--- src/rtl/c1908_query_driver_if.sv ---
// c1908_query_driver_if
//   Groups the key-load, query and result signals of the c1908 query driver.
//   master : the query issuer (bench or SAT-attack engine).
//   slave  : the driver itself.
//   Signals:
//     key_shift, key_sin   serial key load (MSB first)
//     key_loaded, key_drop key status / ignored-shift pulse
//     q_valid, q_ready     query handshake, q_pi carries the pattern
//     r_valid, r_ready     result handshake, r_po carries captured outputs
interface c1908_query_driver_if #(
  parameter int PI_W = 33,
  parameter int PO_W = 25
);
  logic            key_shift;
  logic            key_sin;
  logic            key_loaded;
  logic            key_drop;
  logic            q_valid;
  logic            q_ready;
  logic [PI_W-1:0] q_pi;
  logic            r_valid;
  logic            r_ready;
  logic [PO_W-1:0] r_po;

  modport master (
    output key_shift, key_sin, q_valid, q_pi, r_ready,
    input  key_loaded, key_drop, q_ready, r_valid, r_po
  );

  modport slave (
    input  key_shift, key_sin, q_valid, q_pi, r_ready,
    output key_loaded, key_drop, q_ready, r_valid, r_po
  );
endinterface

--- src/rtl/c1908_query_driver.sv ---
// c1908_query_driver
//   Query engine around the key-locked c1908 core. A 32-bit key is shifted
//   in serially and held on core_key; each accepted query drives one pattern
//   onto core_pi, waits a settle window, captures core_po and returns it over
//   a valid/ready result handshake. All outputs are registered.
//   Ports:
//     clk       rising-edge clock
//     rst_n     synchronous active-low reset
//     bus       key/query/result signals (slave side)
//     q_count   completed queries, wraps
//     core_key  to locked core keyinput0..31
//     core_pi   to locked core N1..N104
//     core_po   from locked core N2753..N2899 (combinational)
module c1908_query_driver #(
  parameter int KEY_W  = 32,
  parameter int PI_W   = 33,
  parameter int PO_W   = 25,
  parameter int SETTLE = 2,   // legal range 1..15
  parameter int QCNT_W = 16
) (
  input  logic                  clk,
  input  logic                  rst_n,
  c1908_query_driver_if.slave   bus,
  output logic [QCNT_W-1:0]     q_count,
  output logic [KEY_W-1:0]      core_key,
  output logic [PI_W-1:0]       core_pi,
  input  logic [PO_W-1:0]       core_po
);

  localparam int BCNT_W = $clog2(KEY_W);
  localparam int SCNT_W = 4;

  typedef enum logic [1:0] {
    ST_NOKEY,
    ST_IDLE,
    ST_SETTLE,
    ST_HOLD
  } state_t;

  state_t              state_q,      state_d;
  logic [BCNT_W-1:0]   bcnt_q,       bcnt_d;
  logic [SCNT_W-1:0]   scnt_q,       scnt_d;
  logic [KEY_W-1:0]    shadow_q,     shadow_d;
  logic [KEY_W-1:0]    core_key_q,   core_key_d;
  logic [PI_W-1:0]     core_pi_q,    core_pi_d;
  logic [PO_W-1:0]     r_po_q,       r_po_d;
  logic                r_valid_q,    r_valid_d;
  logic                q_ready_q,    q_ready_d;
  logic                key_loaded_q, key_loaded_d;
  logic                key_drop_q,   key_drop_d;
  logic [QCNT_W-1:0]   q_count_q,    q_count_d;
  logic                accept;

  // q_ready_q already implies IDLE with no partial key load.
  assign accept = bus.q_valid && q_ready_q;

  always_comb begin
    // NOTE: every variable gets a default before the case so no path leaves
    // it unassigned; otherwise synthesis infers latches.
    state_d      = state_q;
    bcnt_d       = bcnt_q;
    scnt_d       = scnt_q;
    shadow_d     = shadow_q;
    core_key_d   = core_key_q;
    core_pi_d    = core_pi_q;
    r_po_d       = r_po_q;
    r_valid_d    = r_valid_q;
    key_loaded_d = key_loaded_q;
    key_drop_d   = 1'b0;
    q_count_d    = q_count_q;

    unique case (state_q)
      ST_NOKEY, ST_IDLE: begin
        if (accept) begin
          // A query wins over a simultaneous key bit; the bit is reported dropped.
          core_pi_d  = bus.q_pi;
          // Counting SETTLE..0 puts the capture SETTLE+1 edges after the accept edge.
          scnt_d     = SCNT_W'(SETTLE);
          state_d    = ST_SETTLE;
          key_drop_d = bus.key_shift;
        end else if (bus.key_shift) begin
          shadow_d = {shadow_q[KEY_W-2:0], bus.key_sin};
          if (bcnt_q == BCNT_W'(KEY_W - 1)) begin
            core_key_d   = shadow_d;
            bcnt_d       = '0;
            key_loaded_d = 1'b1;
            state_d      = ST_IDLE;
          end else begin
            bcnt_d = bcnt_q + 1'b1;
          end
        end
      end

      ST_SETTLE: begin
        key_drop_d = bus.key_shift;
        if (scnt_q == '0) begin
          r_po_d    = core_po;
          r_valid_d = 1'b1;
          state_d   = ST_HOLD;
        end else begin
          scnt_d = scnt_q - 1'b1;
        end
      end

      ST_HOLD: begin
        key_drop_d = bus.key_shift;
        if (bus.r_ready) begin
          r_valid_d = 1'b0;
          q_count_d = q_count_q + 1'b1;
          state_d   = ST_IDLE;
        end
      end

      default: state_d = ST_NOKEY;
    endcase

    // Registered ready: reflects the state being entered, so it never turns
    // around in the same cycle as the result handshake.
    q_ready_d = (state_d == ST_IDLE) && (bcnt_d == '0);
  end

  always_ff @(posedge clk) begin
    // NOTE: state registers use non-blocking assignments so every register
    // samples the pre-edge values; reset is synchronous, checked inside the edge.
    if (!rst_n) begin
      state_q      <= ST_NOKEY;
      bcnt_q       <= '0;
      scnt_q       <= '0;
      shadow_q     <= '0;
      core_key_q   <= '0;
      core_pi_q    <= '0;
      r_po_q       <= '0;
      r_valid_q    <= 1'b0;
      q_ready_q    <= 1'b0;
      key_loaded_q <= 1'b0;
      key_drop_q   <= 1'b0;
      q_count_q    <= '0;
    end else begin
      state_q      <= state_d;
      bcnt_q       <= bcnt_d;
      scnt_q       <= scnt_d;
      shadow_q     <= shadow_d;
      core_key_q   <= core_key_d;
      core_pi_q    <= core_pi_d;
      r_po_q       <= r_po_d;
      r_valid_q    <= r_valid_d;
      q_ready_q    <= q_ready_d;
      key_loaded_q <= key_loaded_d;
      key_drop_q   <= key_drop_d;
      q_count_q    <= q_count_d;
    end
  end

  assign bus.key_loaded = key_loaded_q;
  assign bus.key_drop   = key_drop_q;
  assign bus.q_ready    = q_ready_q;
  assign bus.r_valid    = r_valid_q;
  assign bus.r_po       = r_po_q;
  assign q_count        = q_count_q;
  assign core_key       = core_key_q;
  assign core_pi        = core_pi_q;

endmodule

--- src/flat_wrapper.sv ---
// flat-port wrapper written by rule: the top's interface ports become plain ports
module c1908_query_driver_flat 
#(
  parameter int KEY_W  = 32,
  parameter int PI_W   = 33,
  parameter int PO_W   = 25,
  parameter int SETTLE = 2,                       
  parameter int QCNT_W = 16
)
  (clk, rst_n, q_count, core_key, core_pi, core_po, bus_key_shift, bus_key_sin, bus_q_valid, bus_q_pi, bus_r_ready, bus_key_loaded, bus_key_drop, bus_q_ready, bus_r_valid, bus_r_po);
  c1908_query_driver_if #(.PI_W(PI_W), .PO_W(PO_W)) bus_i ();
  input  logic clk;
  input  logic rst_n;
  output logic [QCNT_W-1:0] q_count;
  output logic [KEY_W-1:0] core_key;
  output logic [PI_W-1:0] core_pi;
  input  logic [PO_W-1:0] core_po;
  input wire logic [$bits(bus_i.key_shift)-1:0] bus_key_shift;
  input wire logic [$bits(bus_i.key_sin)-1:0] bus_key_sin;
  input wire logic [$bits(bus_i.q_valid)-1:0] bus_q_valid;
  input wire logic [$bits(bus_i.q_pi)-1:0] bus_q_pi;
  input wire logic [$bits(bus_i.r_ready)-1:0] bus_r_ready;
  output wire logic [$bits(bus_i.key_loaded)-1:0] bus_key_loaded;
  output wire logic [$bits(bus_i.key_drop)-1:0] bus_key_drop;
  output wire logic [$bits(bus_i.q_ready)-1:0] bus_q_ready;
  output wire logic [$bits(bus_i.r_valid)-1:0] bus_r_valid;
  output wire logic [$bits(bus_i.r_po)-1:0] bus_r_po;
  assign bus_i.key_shift = bus_key_shift;
  assign bus_i.key_sin = bus_key_sin;
  assign bus_i.q_valid = bus_q_valid;
  assign bus_i.q_pi = bus_q_pi;
  assign bus_i.r_ready = bus_r_ready;
  assign bus_key_loaded = bus_i.key_loaded;
  assign bus_key_drop = bus_i.key_drop;
  assign bus_q_ready = bus_i.q_ready;
  assign bus_r_valid = bus_i.r_valid;
  assign bus_r_po = bus_i.r_po;
  c1908_query_driver #(.KEY_W(KEY_W), .PI_W(PI_W), .PO_W(PO_W), .SETTLE(SETTLE), .QCNT_W(QCNT_W)) u_core (.clk(clk), .rst_n(rst_n), .bus(bus_i), .q_count(q_count), .core_key(core_key), .core_pi(core_pi), .core_po(core_po));
endmodule
--- config.mk ---
export PLATFORM = sky130hd
export DESIGN_NAME = c1908_query_driver_flat
export DESIGN_NICKNAME = d
export VERILOG_FILES = /design/src/rtl/c1908_query_driver_if.sv /design/src/rtl/c1908_query_driver.sv /design/src/flat_wrapper.sv
export SDC_FILE = /design/constraint.sdc
export NUM_CORES = 1
export LEC_CHECK = 0
export ABC_AREA = 1
export CAP_MARGIN = 20
export CORE_MARGIN = 2
export CORE_UTILIZATION = 50
export CTS_CLUSTER_SIZE = 16
export DETAILED_ROUTE_END_ITERATION = 12
export GPL_TIMING_DRIVEN = 0
export PLACE_DENSITY_LB_ADDON = 0.2
export SETUP_SLACK_MARGIN = 0.4
export SLEW_MARGIN = 5
export SYNTH_ARGS = -nofsm -noshare
export SYNTH_HDL_FRONTEND = slang
export SYNTH_SLANG_ARGS = --single-unit
--- constraint.sdc ---
create_clock -name clk -period 4.1 [get_ports clk]
set_input_delay 0.82 -clock clk [delete_from_list [all_inputs] [get_ports clk]]
set_output_delay 0.82 -clock clk [all_outputs]
set_load 0.01 [all_outputs]
==> results of run 1 <==
-- cell type report --
cell class	instances	area (um2)	share of cell area, %
Timing Repair Buffer	173	1730	21.1
Multi-Input combinational cell	522	2310	28.1
Inverter	39	151	1.84
Tap cell	140	175	2.13
Clock inverter	7	115	1.40
Clock buffer	25	495	6.03
Buffer	40	200	2.44
Sequential cell	152	3040	37.0
-- cell usage after synthesis (3+ instances only) --
cell / count / area share [%]
a21oi_1: 63 / 5.5
buf_2: 13 / 1.1
buf_6: 4 / 0.79
clkbuf_1: 21 / 1.4
dfxtp_1: 152 / 53
ha_1: 6 / 1.3
inv_1: 34 / 2.2
inv_2: 3 / 0.20
nand2_1: 150 / 9.9
nand3_1: 10 / 0.88
nand3_2: 4 / 0.70
nand4_1: 5 / 0.55
nor2_1: 185 / 12
nor2_2: 4 / 0.44
nor3_1: 3 / 0.26
o21ai_0: 76 / 6.7
o21ai_1: 9 / 0.79
-- stage by stage --
stage               setup slack [ps]  utilization, %  instance area, um2  cells  hold slack (ps)
floorplan                       2370               -                5700    753              430
global placement                1580            69.3                7610   1066              454
detailed placement              1540            69.3                7610   1066              453
CTS                             1820            74.8                8220   1098              464
global route                    1780            74.8                8220   1098              484
finish                          1820            74.8                8220   1098              461
-- worst reg2reg max path, cell delays in order, from the launching register on --
cell,delay [ps]
dfxtp_1,410
ha_1,200
nand2_1,70
nor2_1,150
ha_1,200
inv_1,90
nor2_4,230
inv_1,160
buf_2,220
nand2_1,80
a21oi_1,70
-- worst paths after layout --
kind | to | startpoint | cells after the start
setup / recovery | q_count[2] | u_core.q_count[2]$_SDFFE_PN0P_ | 1
hold / removal | u_core.core_key[12]$_SDFFE_PN0P_ | u_core.core_key[12]$_SDFFE_PN0P_ | 2
setup reg to reg | u_core.core_key[14]$_SDFFE_PN0P_ | u_core.bcnt_q[0]$_SDFF_PN0_ | 10
hold reg to reg | u_core.core_key[12]$_SDFFE_PN0P_ | u_core.core_key[12]$_SDFFE_PN0P_ | 2
-- power by group through the flow --
stage / registers, mW / clock network [mW] / logic [mW]
floorplan: 1.52 / 0 / 0.0486
global placement: 1.52 / 0 / 0.123
detailed placement: 1.52 / 0 / 0.127
CTS: 1.49 / 1.60 / 0.128
global route: 1.49 / 1.68 / 0.141
finish: 1.49 / 1.59 / 0.129
-- registers in the layout, indices dropped and copies added, names as in the netlist --
register and cells:
u_core.bcnt_q 5, u_core.bus.key_drop 1, u_core.bus.key_loaded 1, u_core.bus.q_ready 1, u_core.bus.r_po 25, u_core.bus.r_valid 1
u_core.core_key 32, u_core.core_pi 33, u_core.q_count 16, u_core.scnt_q 4, u_core.shadow_q 31, u_core.state_q 2
-- logic make-up after synthesis --
group	after synthesis	share of synthesized area (%)
AOI/OAI and AO/OA	150	13.3
xor gates and xnor gates	1	0.154
adders and majority gates	6	1.32
buffers and inverters	79	6.17
DFF	152	53.4
and+or+nand+nor	365	25.7
-- cell usage in the layout (no fill, tap or decap), drive strengths merged --
master         netlist  final
a211oi               1      1
a21oi               63     63
buf                 19     19
bufinv               0      3
clkbuf              21     46
clkdlybuf4s50        0    173
clkinv               2      4
clkinvlp             0      2
dfxtp              152    152
ha                   6      6
inv                 37     37
nand2              150    150
nand3               15     15
nand4                6      6
nor2               190    190
nor3                 3      3
nor4                 1      1
o21ai               85     85
o21bai               1      1
xor2                 1      1
-- metal layers --
layer  vias to the layer above  wire (um)  track usage [%]
li1                       2788          -                -
met1                      2616       6400             28.3
met2                       166       7510             42.8
met3                        23        931             7.27
met4                         0        242             7.33
met5                         -          0                0
==> metrics.txt, run 1 <==
layout cells sized above 1 6.37%; LEAKAGE 3.20 nW; CTS tree built; Final Setup Violations 0; Via Count 5593; delay-heaviest family, CP buffers and inverters; largest net degree at the start of global routing 17; H-tree depth 4; max incr delay on CP 590 ps; hold_buf cts 0; final worst path period need 2280 ps; post-route ant nets 0; Yosys cell types 28; number of synthesized flops with an enable pin 0; Clock Skew 5.29 ps; Total GRT Usage 24.2%; initial core utilization 51.9%; register area share after synthesis 53.4%; Clock power frac 49.5%; Buf/Inv on CP 1; Cell Area, Synth 0.00570 mm2; Routed wire per std cell 13.7 um; fillcell total 809; synthesized instance count 753; initial antenna violation count 0; Cell Rows 38; CTS Buffer Depth 2; # Post-CTS Setup Buffers 0; aggregate routed wire length 15.1 mm; Max Cap Viol 0; PostCTS Resize Cnt 0; combinational share of power 4.0%; part of the cycle the worst path needs 55.6%; Worst slew margin 62.3%; internal reg-to-reg setup slack 2090 ps; Net Count, Synth 823; Main synth FF type dfxtp_1; Root Buffer clkbuf_16; full die area 0.0123 mm2; First-pass DRT Iterations 5; total clock sinks 152; HPWL Detailed 10.8 mm; CP Max Fanout 7; asr flop ratio synth 0%; Psw 0.629 mW; total CTS buffers 17; Die Y-Extent 111 um; sw frac 19.6%; Highest Clock Rate 438 MHz; die width 111 um; Layout area overhead 44.2%; I/O Buffers 173; Crit. End Element output pin; setup TNS 0 ps; worst path arrival time 1460 ps; startpoint types flop; Ant. Diodes 0; Seq pwr share 46.4%; cell-internal power 2.57 mW; # IOs 174; Tot Pwr 3.20 mW; Core Area 0.0110 mm2; total DRC errors in the routed layout 0; WP data required 3280 ps; fin nets 1015; first-pass GRT wire length 24.8 mm; synth warn 0; status finished clean; Final GP Congestion 0.861; CP max stage cell clkdlybuf4s50_1; Hold WC Path Type flop to flop; Vias/cell 5.09; vias in the first global route 5422; DRT iter0 DRCs 420; Yosys reg bits 152; Clock Pin Slew Worst Setup and Hold Paths 60 ps; gr ovfl total 0; worst slew pin tran 566 ps; crit-path cells clkdlybuf4s50_1; clk_lat worst skew 410 ps; worst vdd ir 0.000296 V; Slew Limit Fails 0; final-report hold violation count 0; Avg Cell Area, Syn 7.57 um2; critical path class flop to output pin; Power per Cell Area 389 mW/mm2; RSZ-0062 raised after global routing no
Note: power is estimated with default switching activity, not from simulation.
==> run 2: changes to the inputs <==
--- a/config.mk
+++ b/config.mk
@@ -8,7 +8,7 @@
 export ABC_AREA = 1
 export CAP_MARGIN = 20
 export CORE_MARGIN = 2
-export CORE_UTILIZATION = 50
+export CORE_UTILIZATION = 47
 export CTS_CLUSTER_SIZE = 16
 export DETAILED_ROUTE_END_ITERATION = 12
 export GPL_TIMING_DRIVEN = 0
==> constraint.sdc (replaced) <==
create_clock -name clk -period 2.3 [get_ports clk]
set_input_delay 0.46 -clock clk [delete_from_list [all_inputs] [get_ports clk]]
set_output_delay 0.46 -clock clk [all_outputs]
set_load 0.01 [all_outputs]
==> run 2 against run 1 <==
Via count down 2.9%. Die area up 6.1%. Non-clock buffer count up 2. Final cell count up 0.73%. Clock power up 83%. Utilization down 5.4 points. Sequential power up 78%. Wire length down 4.4%. Sequential share of layout area down 0.17 points. Critical path type unchanged. Largest cell class unchanged.
==> metrics.txt, run 2 (synthesized netlist as in run 1, its figures left out) <==
status finished clean (unchanged); Via Count 5432 (was 5593); Seq pwr share 45.8% (was 46.4%); clk_lat worst skew 420 ps (was 410 ps); max incr delay on CP 570 ps (was 590 ps); CP max stage cell clkdlybuf4s50_1 (unchanged); RSZ-0062 raised after global routing yes (was no); final core utilization 69.4% (was 74.8%); hold_buf cts 0 (unchanged); Slew Limit Fails 0 (unchanged); Clock power frac 50.3% (was 49.5%); combinational share of power 3.9% (was 4.0%); aggregate routed wire length 14.4 mm (was 15.1 mm); max reg flops 33 (unchanged); Clock Skew 6.15 ps (was 5.29 ps); final-report hold violation count 0 (unchanged); gr ovfl total 0 (unchanged); H-tree depth 4 (unchanged); largest net degree at the start of global routing 17 (unchanged); total DRC errors in the routed layout 0 (unchanged); delay-heaviest family, CP buffers and inverters (unchanged); worst path arrival time 1400 ps (was 1460 ps); cell-internal power 4.65 mW (was 2.57 mW); Hold WC Path Type flop to flop (unchanged); Root Buffer clkbuf_16 (unchanged); CTS Buffer Depth 2 (unchanged); First-pass DRT Iterations 4 (was 5); worst vdd ir 0.000481 V (was 0.000296 V); Routed wire per std cell 13.0 um (was 13.7 um); Cell Rows 40 (was 38); Worst R2R Start u_core.bcnt_q[0]$_SDFF_PN0_ (unchanged); Core Area 0.0119 mm2 (was 0.0110 mm2); Worst slew margin 62.1% (was 62.3%); Die Y-Extent 114 um (was 111 um); DRT iter0 DRCs 210 (was 420); Worst Setup SP u_core.q_count[12]$_SDFFE_PN0P_ (was u_core.q_count[2]$_SDFFE_PN0P_); Crit. End Element output pin (unchanged); Vias/cell 4.91 (was 5.09); Psw 1.14 mW (was 0.629 mW); first-pass GRT wire length 23.4 mm (was 24.8 mm); HPWL Detailed 10.1 mm (was 10.8 mm); die width 114 um (was 111 um); full die area 0.0130 mm2 (was 0.0123 mm2); # IOs 174 (unchanged); Buf/Inv on CP 1 (unchanged); total CTS buffers 17 (unchanged); Max Cap Viol 0 (unchanged); CTS tree built (unchanged); fin nets 1017 (was 1015); sw frac 19.7% (was 19.6%); CP Max Fanout 5 (was 7); WP data required 1840 ps (was 3280 ps); Layout area overhead 45.1% (was 44.2%); critical path class flop to output pin (unchanged); startpoint types flop (unchanged); Power per Cell Area 699 mW/mm2 (was 389 mW/mm2); Post-DP Area 0.00762 mm2 (was 0.00761 mm2); commonest non-fill, non-tap cell in the layout nor2_1 (unchanged); initial antenna violation count 1 (was 0); crit-path cells clkdlybuf4s50_1 (unchanged); layout cells sized above 1 7.41% (was 6.37%); worst slew pin tran 568 ps (was 566 ps); Clock Pin Slew Worst Setup and Hold Paths 60 ps (about the same); part of the cycle the worst path needs 80.8%; post-route ant nets 0 (unchanged); LEAKAGE 3.27 nW (was 3.20 nW); vias in the first global route 4922 (was 5422); commonest non-fill, non-tap cells in the layout 183 x nor2_1, 170 x clkdlybuf4s50_1, 150 x nand2_1 (was 185 x nor2_1, 173 x clkdlybuf4s50_1, 152 x dfxtp_1); total clock sinks 152 (unchanged); Post-Layout Inst Area 0.00827 mm2 (was 0.00822 mm2); Hold Crit Start u_core.core_key[9]$_SDFFE_PN0P_ (was u_core.core_key[12]$_SDFFE_PN0P_); Final GP Congestion 0.801 (was 0.861); Final Setup Violations 0 (unchanged); initial core utilization 47.9% (was 51.9%); Total GRT Usage 22.6% (was 24.2%); final worst path period need 1860 ps; Highest Clock Rate 538 MHz; I/O Buffers 173 (unchanged)
run 2: cell types whose count changed in the layout (fill, tap and decap cells not counted), moves of 2 or more:
cell	change
buf_2	-2
buf_4	+3
clkbuf_1	-3
clkdlybuf4s50_1	-3
clkinv_2	+2
dfxtp_1	-4
dfxtp_2	+4
dlymetal6s2s_1	+2
nor2_1	-2
nor2_2	+2
run 2: routing by layer:
metal | vias up | part of all wire (%) | wire, um | global-route usage, %
li1 | 2792 | - | - | -
met1 | 2443 | 45 | 6540 | 28.2
met2 | 176 | 44 | 6380 | 35.6
met3 | 21 | 8.8 | 1270 | 8.47
met4 | 0 | 1.7 | 239 | 8.46
met5 | - | 0 | 0 | 0
run 2: through the flow:
| step | setup TNS [ps] | hold WS [ps] | cells | power (mW) | setup WS, ps |
|---|---|---|---|---|---|
| 2_1_floorplan | 0 | 430 | 753 | 2.79 | 712 |
| 3_3_place_gp | 0 | 449 | 1073 | 2.93 | 28.9 |
| 3_5_place_dp | -32.6 | 453 | 1073 | 2.93 | -15.1 |
| 4_1_cts | 0 | 462 | 1104 | 5.83 | 410 |
| 5_1_grt | 0 | 480 | 1105 | 5.98 | 387 |
| 6_report | 0 | 462 | 1106 | 5.78 | 441 |
run 2: final timing paths:
path	to	slack [ps]	cells past startpoint
max	q_count[12]	440	1
min	u_core.core_key[9]$_SDFFE_PN0P_	460	2
max reg2reg	u_core.core_key[13]$_SDFFE_PN0P_	550	10
min reg2reg	u_core.core_key[9]$_SDFFE_PN0P_	460	2
run 2: what timing repair did:
| action | CTS | global route |
|---|---|---|
| pin swaps | 1 | 1 |
| resized for setup | 3 | 10 |
| endpoints found under the setup margin | 33 | 65 |
| buffers inserted | 1 | 1 |
| endpoints found under the hold margin | 0 | 0 |
run 2: cell type report:
class | instances | area, um2
Multi-Input combinational cell | 522 | 2310
Buffer | 40 | 205
Fill cell | 1043 | 3640
Sequential cell | 152 | 3050
Inverter | 39 | 151
Clock buffer | 21 | 470
Clock inverter | 9 | 148
Antenna cell | 1 | 2.50
Timing Repair Buffer | 175 | 1750
Tap cell | 147 | 184
run 2: power by group through the flow:
| stage | clock network, mW | registers [mW] | logic [mW] |
|---|---|---|---|
| 2_1_floorplan | 0 | 2.70 | 0.0866 |
| 3_3_place_gp | 0 | 2.70 | 0.224 |
| 3_5_place_dp | 0 | 2.70 | 0.226 |
| 4_1_cts | 2.96 | 2.65 | 0.228 |
| 5_1_grt | 3.08 | 2.65 | 0.251 |
| 6_report | 2.91 | 2.65 | 0.228 |
==> run 3: changes to the inputs <==
--- a/config.mk
+++ b/config.mk
@@ -8,7 +8,7 @@
 export ABC_AREA = 1
 export CAP_MARGIN = 20
 export CORE_MARGIN = 2
-export CORE_UTILIZATION = 47
+export CORE_UTILIZATION = 42
 export CTS_CLUSTER_SIZE = 16
 export DETAILED_ROUTE_END_ITERATION = 12
 export GPL_TIMING_DRIVEN = 0
==> constraint.sdc (replaced) <==
create_clock -name clk -period 1.62 [get_ports clk]
set_input_delay 0.324 -clock clk [delete_from_list [all_inputs] [get_ports clk]]
set_output_delay 0.324 -clock clk [all_outputs]
set_load 0.01 [all_outputs]
==> run 3 against run 2 <==
Cell area grew 22%. Sequential cell count unchanged. Global-route usage down 0.61 points.
==> metrics.txt, run 3 (synthesized netlist as in run 1, its figures left out) <==
Final GP Congestion 0.836 (was 0.801); reg2reg path depth 10 (unchanged); hold path cells 3 (was 2); aggregate routed wire length 18.0 mm (was 14.4 mm); Clock Skew 7.81 ps (was 6.15 ps); final worst path period need 1600 ps; # IOs 174 (unchanged); internal reg-to-reg setup slack 20 ps (was 550 ps); Slew Limit Fails 0 (unchanged); part of the cycle the worst path needs 98.6%; max reg flops 33 (unchanged); first-pass GRT wire length 25.6 mm (was 23.4 mm); Final Setup Violations 0 (unchanged); Register Area 0.00321 mm2 (was 0.00305 mm2); commonest non-fill, non-tap cells in the layout 138 x nand2_1, 119 x nor2_1, 100 x buf_6 (was 183 x nor2_1, 170 x clkdlybuf4s50_1, 150 x nand2_1); final-report hold violation count 0 (unchanged); commonest non-fill, non-tap cell in the layout nand2_1 (was nor2_1); full die area 0.0145 mm2 (was 0.0130 mm2); CTS Buffer Depth 2 (unchanged); combinational share of power 4.9% (was 3.9%); Multi-input gate area 0.00307 mm2 (was 0.00231 mm2); H-tree depth 4 (unchanged); fillcell total 897 (was 1043); CP max stage cell dfxtp_4 (was clkdlybuf4s50_1); Post-Layout Cell Count 1212 (was 1106); Via Count 6002 (was 5432); initial antenna violation count 1 (unchanged); total DRC errors in the routed layout 0 (unchanged); crit-path cells ha_4 > nand2_4 > nor2_4 > ha_4 > inv_2 > nor2_4 > buf_6 > buf_8 > nand2_1 > a21oi_1 (was clkdlybuf4s50_1); Hold Crit Start bus_key_shift (was u_core.core_key[9]$_SDFFE_PN0P_); Routed wire per std cell 14.9 um (was 13.0 um); DRT iter0 DRCs 335 (was 210); Hold WC Path Type primary input to flop (was flop to flop); Worst slew margin 60.0% (was 62.1%); Clock power frac 51.6% (was 50.3%); Die Y-Extent 121 um (was 114 um); startpoint types flop (unchanged); Psw 1.74 mW (was 1.14 mW); Layout area overhead 77.7% (was 45.1%); Vias/cell 4.95 (was 4.91); RSZ-0062 raised after global routing yes (unchanged); LEAKAGE 4.32 nW (was 3.27 nW); CTS tree built (unchanged); post-route ant nets 0 (unchanged); cell-internal power 6.83 mW (was 4.65 mW); Crit. End Element flop (was output pin); Worst R2R Start u_core.bcnt_q[0]$_SDFF_PN0_ (unchanged); Clock Pin Slew Worst Setup and Hold Paths 60 ps (about the same); setup TNS 0 ps (unchanged); Root Buffer clkbuf_16 (unchanged); clk_lat worst skew 430 ps (was 420 ps); Critical R2R Capture u_core.core_key[2]$_SDFFE_PN0P_ (was u_core.core_key[13]$_SDFFE_PN0P_); I/O Buffers 173 (unchanged); worst vdd ir 0.000625 V (was 0.000481 V); max incr delay on CP 360 ps (was 570 ps); worst slew pin tran 600 ps (was 568 ps); hold path endpoint u_core.bus.key_drop$_SDFF_PN0_ (was u_core.core_key[9]$_SDFFE_PN0P_); Highest Clock Rate 626 MHz; Seq pwr share 43.6% (was 45.8%); Total GRT Usage 21.9% (was 22.6%); status finished clean (unchanged); vias in the first global route 5458 (was 4922); worst path arrival time 1940 ps (was 1400 ps); gr ovfl total 0 (unchanged); Power per Cell Area 846 mW/mm2 (was 699 mW/mm2); Cell Rows 42 (was 40); First-pass DRT Iterations 5 (was 4); Max Cap Viol 0 (unchanged); HPWL Detailed 10.0 mm (was 10.1 mm); sw frac 20.3% (was 19.7%); layout cells sized above 1 49.9% (was 7.41%); fin nets 1092 (was 1017); total CTS buffers 17 (unchanged); total clock sinks 152 (unchanged); initial core utilization 43.0% (was 47.9%); largest net degree at the start of global routing 17 (unchanged); hold_buf cts 0 (unchanged); CP Max Fanout 10 (was 5); critical path class flop to flop (was flop to output pin); WP data required 1960 ps (was 1840 ps); Core Area 0.0132 mm2 (was 0.0119 mm2); die width 121 um (was 114 um); dpl cells 1102 (was 1073); Tot Pwr 8.57 mW (was 5.78 mW)
[run 3: cell types whose count changed in the layout (fill, tap and decap cells not counted), moves of 35 or more]
cell             before  now
nor2_4                1   52
o21ai_2               0   35
dfxtp_2               4   91
dfxtp_1             148   46
nor2_1              183  119
buf_6                 4  100
buf_4                 4   51
o21ai_0              76   31
clkdlybuf4s50_1     170   60
buf_2                11   48
[run 3: layout make-up]
type	instances	share of cell area, %
Tap cell	176	2.17
Inverter	39	1.74
Timing Repair Buffer	250	23.5
Clock inverter	8	1.63
Antenna cell	1	0.0247
Clock buffer	24	4.85
Multi-Input combinational cell	522	30.3
Sequential cell	152	31.7
Buffer	40	4.01
[run 3: critical path, delay by kind of cell (launching register included)]
family,cells,cell delay [ps]
AOI/OAI and AO/OA,1,150
and+or+nand+nor,4,420
adders and majority gates,2,280
buffers and inverters,3,300
DFF,1,360
[run 3: timing repair]
item	CTS	global route
gates cloned	5	7
endpoints found under the setup margin	260	243
pin swaps	17	90
resized for setup	582	425
buffers inserted	39	26
endpoints found under the hold margin	0	0
[run 3: power groups by stage]
| stage | Sequential [mW] | Clock, mW | Combinational [mW] |
|---|---|---|---|
| after floorplan | 3.84 | 0 | 0.128 |
| after global placement | 3.84 | 0 | 0.325 |
| after detailed placement | 3.84 | 0 | 0.326 |
| after CTS | 3.75 | 4.45 | 0.348 |
| after global routing | 3.73 | 4.63 | 0.451 |
| final | 3.73 | 4.42 | 0.416 |
[run 3: worst max path at each step]
stage,from,end,slack [ps],depth (start not counted)
2_1_floorplan,u_core.bcnt_q[0]$_SDFF_PN0_,u_core.core_key[18]$_SDFFE_PN0P_,170,10
3_3_place_gp,bus_q_valid,u_core.core_pi[16]$_SDFFE_PN0P_,-340,7
3_5_place_dp,bus_q_valid,u_core.core_pi[27]$_SDFFE_PN0P_,-390,7
4_1_cts,u_core.bcnt_q[0]$_SDFF_PN0_,u_core.bus.q_ready$_SDFF_PN0_,40,10
5_1_grt,u_core.bcnt_q[1]$_SDFF_PN0_,u_core.core_key[27]$_SDFFE_PN0P_,-80,10
6_report,u_core.bcnt_q[0]$_SDFF_PN0_,u_core.core_key[2]$_SDFFE_PN0P_,20,10
[run 3: stage by stage]
| stage | cell area [um2] | utilization, % | setup WS [ps] | hold WS (ps) |
|---|---|---|---|---|
| global placement | 7700 | 58.2 | -339 | 453 |
| floorplan | 5750 | - | 166 | 430 |
| finish | 10100 | 76.5 | 22.3 | 255 |
| CTS | 8560 | 64.6 | 41.7 | 421 |
| detailed placement | 7700 | 58.2 | -386 | 452 |
| global route | 10100 | 76.5 | -78.0 | 280 |
[run 3: layer usage]
layer,share of wire (%),track usage [%],wire [um]
met5,0,0,0
met4,1.6,7.27,282
met3,6.4,7.45,1160
met2,49,35.7,8920
met1,43,27.3,7660
